<file path="config.mk">
export PLATFORM = sky130hd
export DESIGN_NAME = branch_pred_ctrl
export DESIGN_NICKNAME = d
export VERILOG_FILES = /design/src/rtl/branch_pred_ctrl.sv
export SDC_FILE = /design/constraint.sdc
export NUM_CORES = 1
export LEC_CHECK = 0
export ABC_AREA = 1
export CORE_ASPECT_RATIO = 2
export CORE_UTILIZATION = 55
export CTS_BUF_LIST = sky130_fd_sc_hd__clkbuf_4 sky130_fd_sc_hd__clkbuf_8
export DETAILED_ROUTE_END_ITERATION = 6
export GPL_TIMING_DRIVEN = 0
export PLACE_DENSITY_LB_ADDON = 0.12
export SETUP_SLACK_MARGIN = 0.4
export SYNTH_ARGS = -nofsm -noshare
export SYNTH_HDL_FRONTEND = slang
export SYNTH_SLANG_ARGS = --single-unit
</file>
<file path="constraint.sdc">
create_clock -name clk -period 3.3 [get_ports clk]
set_clock_uncertainty 0.05 [all_clocks]
set_input_delay 0.825 -clock clk [delete_from_list [all_inputs] [get_ports clk]]
set_output_delay 0.825 -clock clk [all_outputs]
set_load 0.02 [all_outputs]
</file>
<file path="src/rtl/branch_pred_ctrl.sv">
// Branch predictor (2-bit saturating counters) with mispredict flush/redirect sequencing.
// Define BRANCH_STATS_EN to add saturating br_cnt / misp_cnt statistics outputs.
`ifndef REG_SIZE
`define REG_SIZE 32
`endif

module branch_pred_ctrl #(
    parameter int IDX_BITS    = 6,
    parameter int FLUSH_DEPTH = 2
) (
    input  logic                 clk,
    input  logic                 rst_n,
    input  logic [`REG_SIZE-1:0] if_pc,
    output logic                 pred_taken,
    input  logic                 stall,
    input  logic                 ex_vld,
    input  logic [`REG_SIZE-1:0] ex_pc,
    input  logic                 ex_pred,
    input  logic                 ex_taken,
    input  logic [`REG_SIZE-1:0] ex_target,
    output logic                 flush,
    output logic                 redir_vld,
    output logic [`REG_SIZE-1:0] redir_pc,
    output logic                 busy
`ifdef BRANCH_STATS_EN
    ,
    output logic [31:0]          br_cnt,
    output logic [31:0]          misp_cnt
`endif
);
    localparam int ENTRIES = 1 << IDX_BITS;

    typedef enum logic [1:0] {IDLE, RECOVER, DRAIN} state_t;

    state_t                state, state_nxt;
    logic [3:0]            cnt, cnt_nxt;
    logic [1:0]            tbl [ENTRIES];
    logic [IDX_BITS-1:0]   rd_idx, wr_idx;
    logic                  accept, mispredict;
    logic                  unused_pc_bits;

    assign rd_idx         = if_pc[IDX_BITS+1:2];
    assign wr_idx         = ex_pc[IDX_BITS+1:2];
    assign unused_pc_bits = ^{if_pc[`REG_SIZE-1:IDX_BITS+2], if_pc[1:0]};

    // Combinational read of the registered table: a same-cycle write is not visible.
    assign pred_taken = tbl[rd_idx][1];

    assign accept     = ex_vld & ~stall & (state == IDLE);
    assign mispredict = accept & (ex_taken != ex_pred);

    always_ff @(posedge clk or negedge rst_n) begin
        if (!rst_n) begin
            for (int i = 0; i < ENTRIES; i++) tbl[i] <= 2'b01;
        end else if (accept) begin
            if (ex_taken && tbl[wr_idx] != 2'b11)
                tbl[wr_idx] <= tbl[wr_idx] + 2'b01;
            else if (!ex_taken && tbl[wr_idx] != 2'b00)
                tbl[wr_idx] <= tbl[wr_idx] - 2'b01;
        end
    end

    always_ff @(posedge clk or negedge rst_n) begin
        if (!rst_n) begin
            state    <= IDLE;
            cnt      <= '0;
            redir_pc <= '0;
        end else begin
            state <= state_nxt;
            cnt   <= cnt_nxt;
            if (mispredict)
                redir_pc <= ex_taken ? ex_target : ex_pc + `REG_SIZE'(4);
        end
    end

    // Busy spans FLUSH_DEPTH cycles: one RECOVER cycle plus FLUSH_DEPTH-1 DRAIN cycles.
    always_comb begin
        state_nxt = state;
        cnt_nxt   = cnt;
        case (state)
            IDLE: begin
                if (mispredict) state_nxt = RECOVER;
            end
            RECOVER: begin
                cnt_nxt   = 4'(FLUSH_DEPTH - 1);
                state_nxt = (FLUSH_DEPTH == 1) ? IDLE : DRAIN;
            end
            DRAIN: begin
                if (cnt <= 4'd1) begin
                    state_nxt = IDLE;
                    cnt_nxt   = '0;
                end else begin
                    cnt_nxt = cnt - 4'd1;
                end
            end
            default: state_nxt = IDLE;
        endcase
    end

    assign flush     = (state == RECOVER);
    assign redir_vld = (state == RECOVER);
    assign busy      = (state != IDLE);

`ifdef BRANCH_STATS_EN
    always_ff @(posedge clk or negedge rst_n) begin
        if (!rst_n) begin
            br_cnt   <= '0;
            misp_cnt <= '0;
        end else begin
            if (accept && br_cnt != 32'hFFFF_FFFF)       br_cnt   <= br_cnt + 32'd1;
            if (mispredict && misp_cnt != 32'hFFFF_FFFF) misp_cnt <= misp_cnt + 32'd1;
        end
    end
`endif

endmodule

</file>
==> impl_summary.md <==
Status
The final reports fail on design-rule violations, negative setup slack. The flow ran to the end, but the final reports show violations.

Clocking
In this run the number of H-tree levels came out at 4. For the worst-skew pair, the clock arrives at the later sink with an insertion delay of 0.50 ns. For this design, the CTS-stage hold fixing added 0 buffers.

The clock transition at the registers of the reported paths is 0.10 ns. No sink is reached through more buffers than the 2 on the longest clock path. TritonCTS built the clock tree. The clock tree root buffer cell is sky130_fd_sc_hd__clkbuf_8. The count of clock tree sinks is 166.

The number of buffers inserted during clock tree synthesis is 17.

Worst setup path
The category of the worst setup path capture point is a flip-flop. The arrival time at the worst endpoint is around 3.8 ns. The maximum fanout along the worst path is 8. The startpoint type of the worst setup path is a primary input.

The critical path goes through buf_4, buf_12, inv_8, buf_12, bufbuf_16, nand2_1, a21oi_1, o21ai_2, nand2_1, inv_2, nand3_2, ha_4, or2_4, o21ai_2, nand2_2, inv_4, buf_12, nand2_8, nor2_4, inv_2, nand2_2, o21ai_2. The largest single stage delay on the critical path is ~0.33 ns. The critical path required time is 3.64 ns. The slowest stage of the critical path is the sky130_fd_sc_hd__o21ai_2 cell. The setup check on the worst reg-to-reg path leaves a slack of 0.23 ns. The category of the critical setup timing path is in -> reg.

Finish
The library cell used most frequently in the layout, excluding fill and tap cells, is sky130_fd_sc_hd__nand2_1. After the flow finishes, the layout carries non-filler instances totaling 1,943. The layout has 1,407 filler cells. The library cells used most frequently in the layout, excluding fill and tap cells, are sky130_fd_sc_hd__nand2_1, sky130_fd_sc_hd__nand3_1, sky130_fd_sc_hd__dfrtp_1, sky130_fd_sc_hd__clkdlybuf4s50_1, sky130_fd_sc_hd__nor2_1. At the end of the flow, the number of nets in the layout was 1,825. Compared with the post-synthesis result, the final layout area differs by 35.1%. 0 antenna diodes ended up in the layout. Of the cells placed in the final design, the portion with a size suffix greater than 1 is 23.5%.

Timing
Setup total negative slack on the finished layout was measured at -5.36 ns. After layout, the minimum clock period comes to between 3 and 4 ns. At the pin with the least slew margin, the transition time is 0.706 ns. The share of the clock period used by the worst path is 103%. The worst slew margin relative to its limit is 52.6%. Setup repair after global routing could not meet its margin everywhere.

Setup violations remaining at the end of the flow were counted as 98. The final count of hold timing violations is 0. Setup slack on the critical path of the routed design comes to -0.114 ns. The count of final max-slew check failures came to 0. Static timing analysis puts the maximum clock frequency at ~290 MHz.

Synth
The biggest area contributor in the post-synthesis netlist is sky130_fd_sc_hd__dfrtp_1. The share of the Yosys chip area taken by registers is 41.6%. The fraction of synthesized cell area taken by the top area cell type is 25.1%.

Counting every instance in the synthesized netlist gives 1,547. During synthesis, Yosys emitted a total of 0 warnings. The post-synthesis cell area is 10,200 um2.

The post-synthesis sequential element count is around 170. In this run, distinct cell masters in the synthesized netlist total 32. The post-synthesis average cell area is 6.58 um2. In the post-synthesis netlist, the biggest area contributors are sky130_fd_sc_hd__dfrtp_1, sky130_fd_sc_hd__nand2_1, sky130_fd_sc_hd__dfstp_2. The net count after synthesis is 1,658.

Placed design
Before CTS, the worst setup slack after placement is -1.76 ns. The global placement routability congestion is 0.999. Counting tap cells, the placed design contains a total of 1,869 instances. Once detailed placement completed, the half-perimeter wirelength came to 28,400 um.

The count of input and output buffers is 105.

Power and ir drop
In this run the power density over the cells is 461 nW/um2. The power after layout is 6340 uW. VDD sags by at most about 330 uV. Summed over all cells, the static leakage comes to 0.00607 uW.

GRT
Entering global routing, the biggest net connects 90 pins. The initial antenna violation count was 0. The via count of the first global-routing pass came to 11,300.

Global routing used 44.2% of the available tracks. The sum of overflow across all layers after global routing is 0. The first global-routing pass estimated ~62,000 um of wire.

Routing
The routed layout has 11,500 vias. The first detailed-routing pass ran for 7 iterations. For this run, design rule violations remaining after detail routing come to 19.

The remaining number of nets flagged by the antenna check after routing is 0. The post-detailed-routing wire length is 41,900 um. The average routed wire per standard cell is 21.5 um. The detailed router finished its first iteration with approximately 1,100 violations.

In the routed layout, each cell is associated on average with a via count of 5.94.

Floorplanning
After floorplanning, the core was divided into 70 placement rows. In this run the standard cell core region covers 18,200 um2. The horizontal die dimension is 98.2 um. The die height is 194 um. The starting utilization of the core area is a little under three fifths. The total I/O pin count is 138.

The die covers 19,100 um2.

Run
Max-cap violations in this run came to 0.

Worst hold path
The worst hold path class is in -> async.
==> worst paths after layout <==
kind,start,end,cells after the start
worst max-delay path,ex_pc[3],tbl[95]$_DFFE_PN0P_,22
min in group clk,flip-flop,flip-flop,2
worst min-delay path,rst_n,redir_pc[16]$_DFFE_PN0P_,1
worst min register to register,flip-flop,flip-flop,2
max in group asynchronous,rst_n,asynchronous set/reset pin,2
worst max register to register,flip-flop,tbl[95]$_DFFE_PN0P_,19
==> metrics by stage <==
stage / area, um2 / util [%] / hold WS, ns
after floorplan: 10500 / - / 0.392
after global placement: 11900 / 65.1 / 0.399
after detailed placement: 11900 / 65.3 / 0.402
after CTS: 13300 / 73.1 / 0.305
after global routing: 13800 / 75.6 / 0.271
final: 13800 / 75.6 / 0.251
==> cells in the mapped netlist, drive strengths merged <==
library cell / n
a31oi: 4
ha: 9
buf: 42
xnor2: 2
o21a: 2
nor3: 20
clkbuf: 29
nand2: 627
o211ai: 8
nand3b: 4
nand4: 8
dfstp: 64
nor2: 153
nand3: 151
xor2: 8
clkinv: 5
o31ai: 5
a22oi: 1
or2: 8
a21oi: 58
o21ai: 98
dfrtp: 102
inv: 139
==> layout make-up <==
class	count	area, um2	share of cell area (%)
Clock buffer	20	263	1.91
Sequential cell	166	4230	30.8
Clock inverter	12	141	1.03
Timing Repair Buffer	148	1660	12.1
Inverter	144	574	4.17
Buffer	71	729	5.30
Tap cell	216	270	1.96
Multi-Input combinational cell	1166	5890	42.8
==> cell families (layout without fill, tap and decap cells) <==
| group | count (synthesis) | in the layout | share of synthesized area [%] |
|---|---|---|---|
| AO/OA/AOI/OAI | 176 | 176 | 9.09 |
| AND/OR/NAND/NOR | 971 | 971 | 38.6 |
| XOR/XNOR | 10 | 10 | 0.934 |
| adder cells (fa/ha/maj) | 9 | 9 | 1.11 |
| flip-flops | 166 | 166 | 41.6 |
| buffers and inverters | 215 | 395 | 8.70 |
==> layer usage <==
metal / share of wire, % / vias to the layer above / GRT usage, %
met1: 31 / 5277 / 45.1
met4: 11 / 0 / 40.6
met5: 0 / - / 0
li1: - / 5221 / -
met2: 48 / 736 / 74.8
met3: 9.1 / 301 / 8.81
==> worst max-delay path, delay by kind of cell <==
family                     cells  cell delay [ns]
AOI/OAI and AO/OA              4             0.51
adders and majority gates      1             0.16
buffers and inverters          9             1.19
and+or+nand+nor                8             1.02
==> power breakdown <==
group / switching (uW) / internal [uW]
sequential: 206 / 2400
clock: 847 / 722
combinational: 1230 / 940
total: 2290 / 4060
==> repair_timing <==
action / CTS / global route
resized for setup: 254 / 84
setup endpoints to repair: 134 / 129
gates cloned: 4 / 5
buffers inserted: 20 / 13
pin swaps: 39 / 42
(Power assumes the default switching activity.)
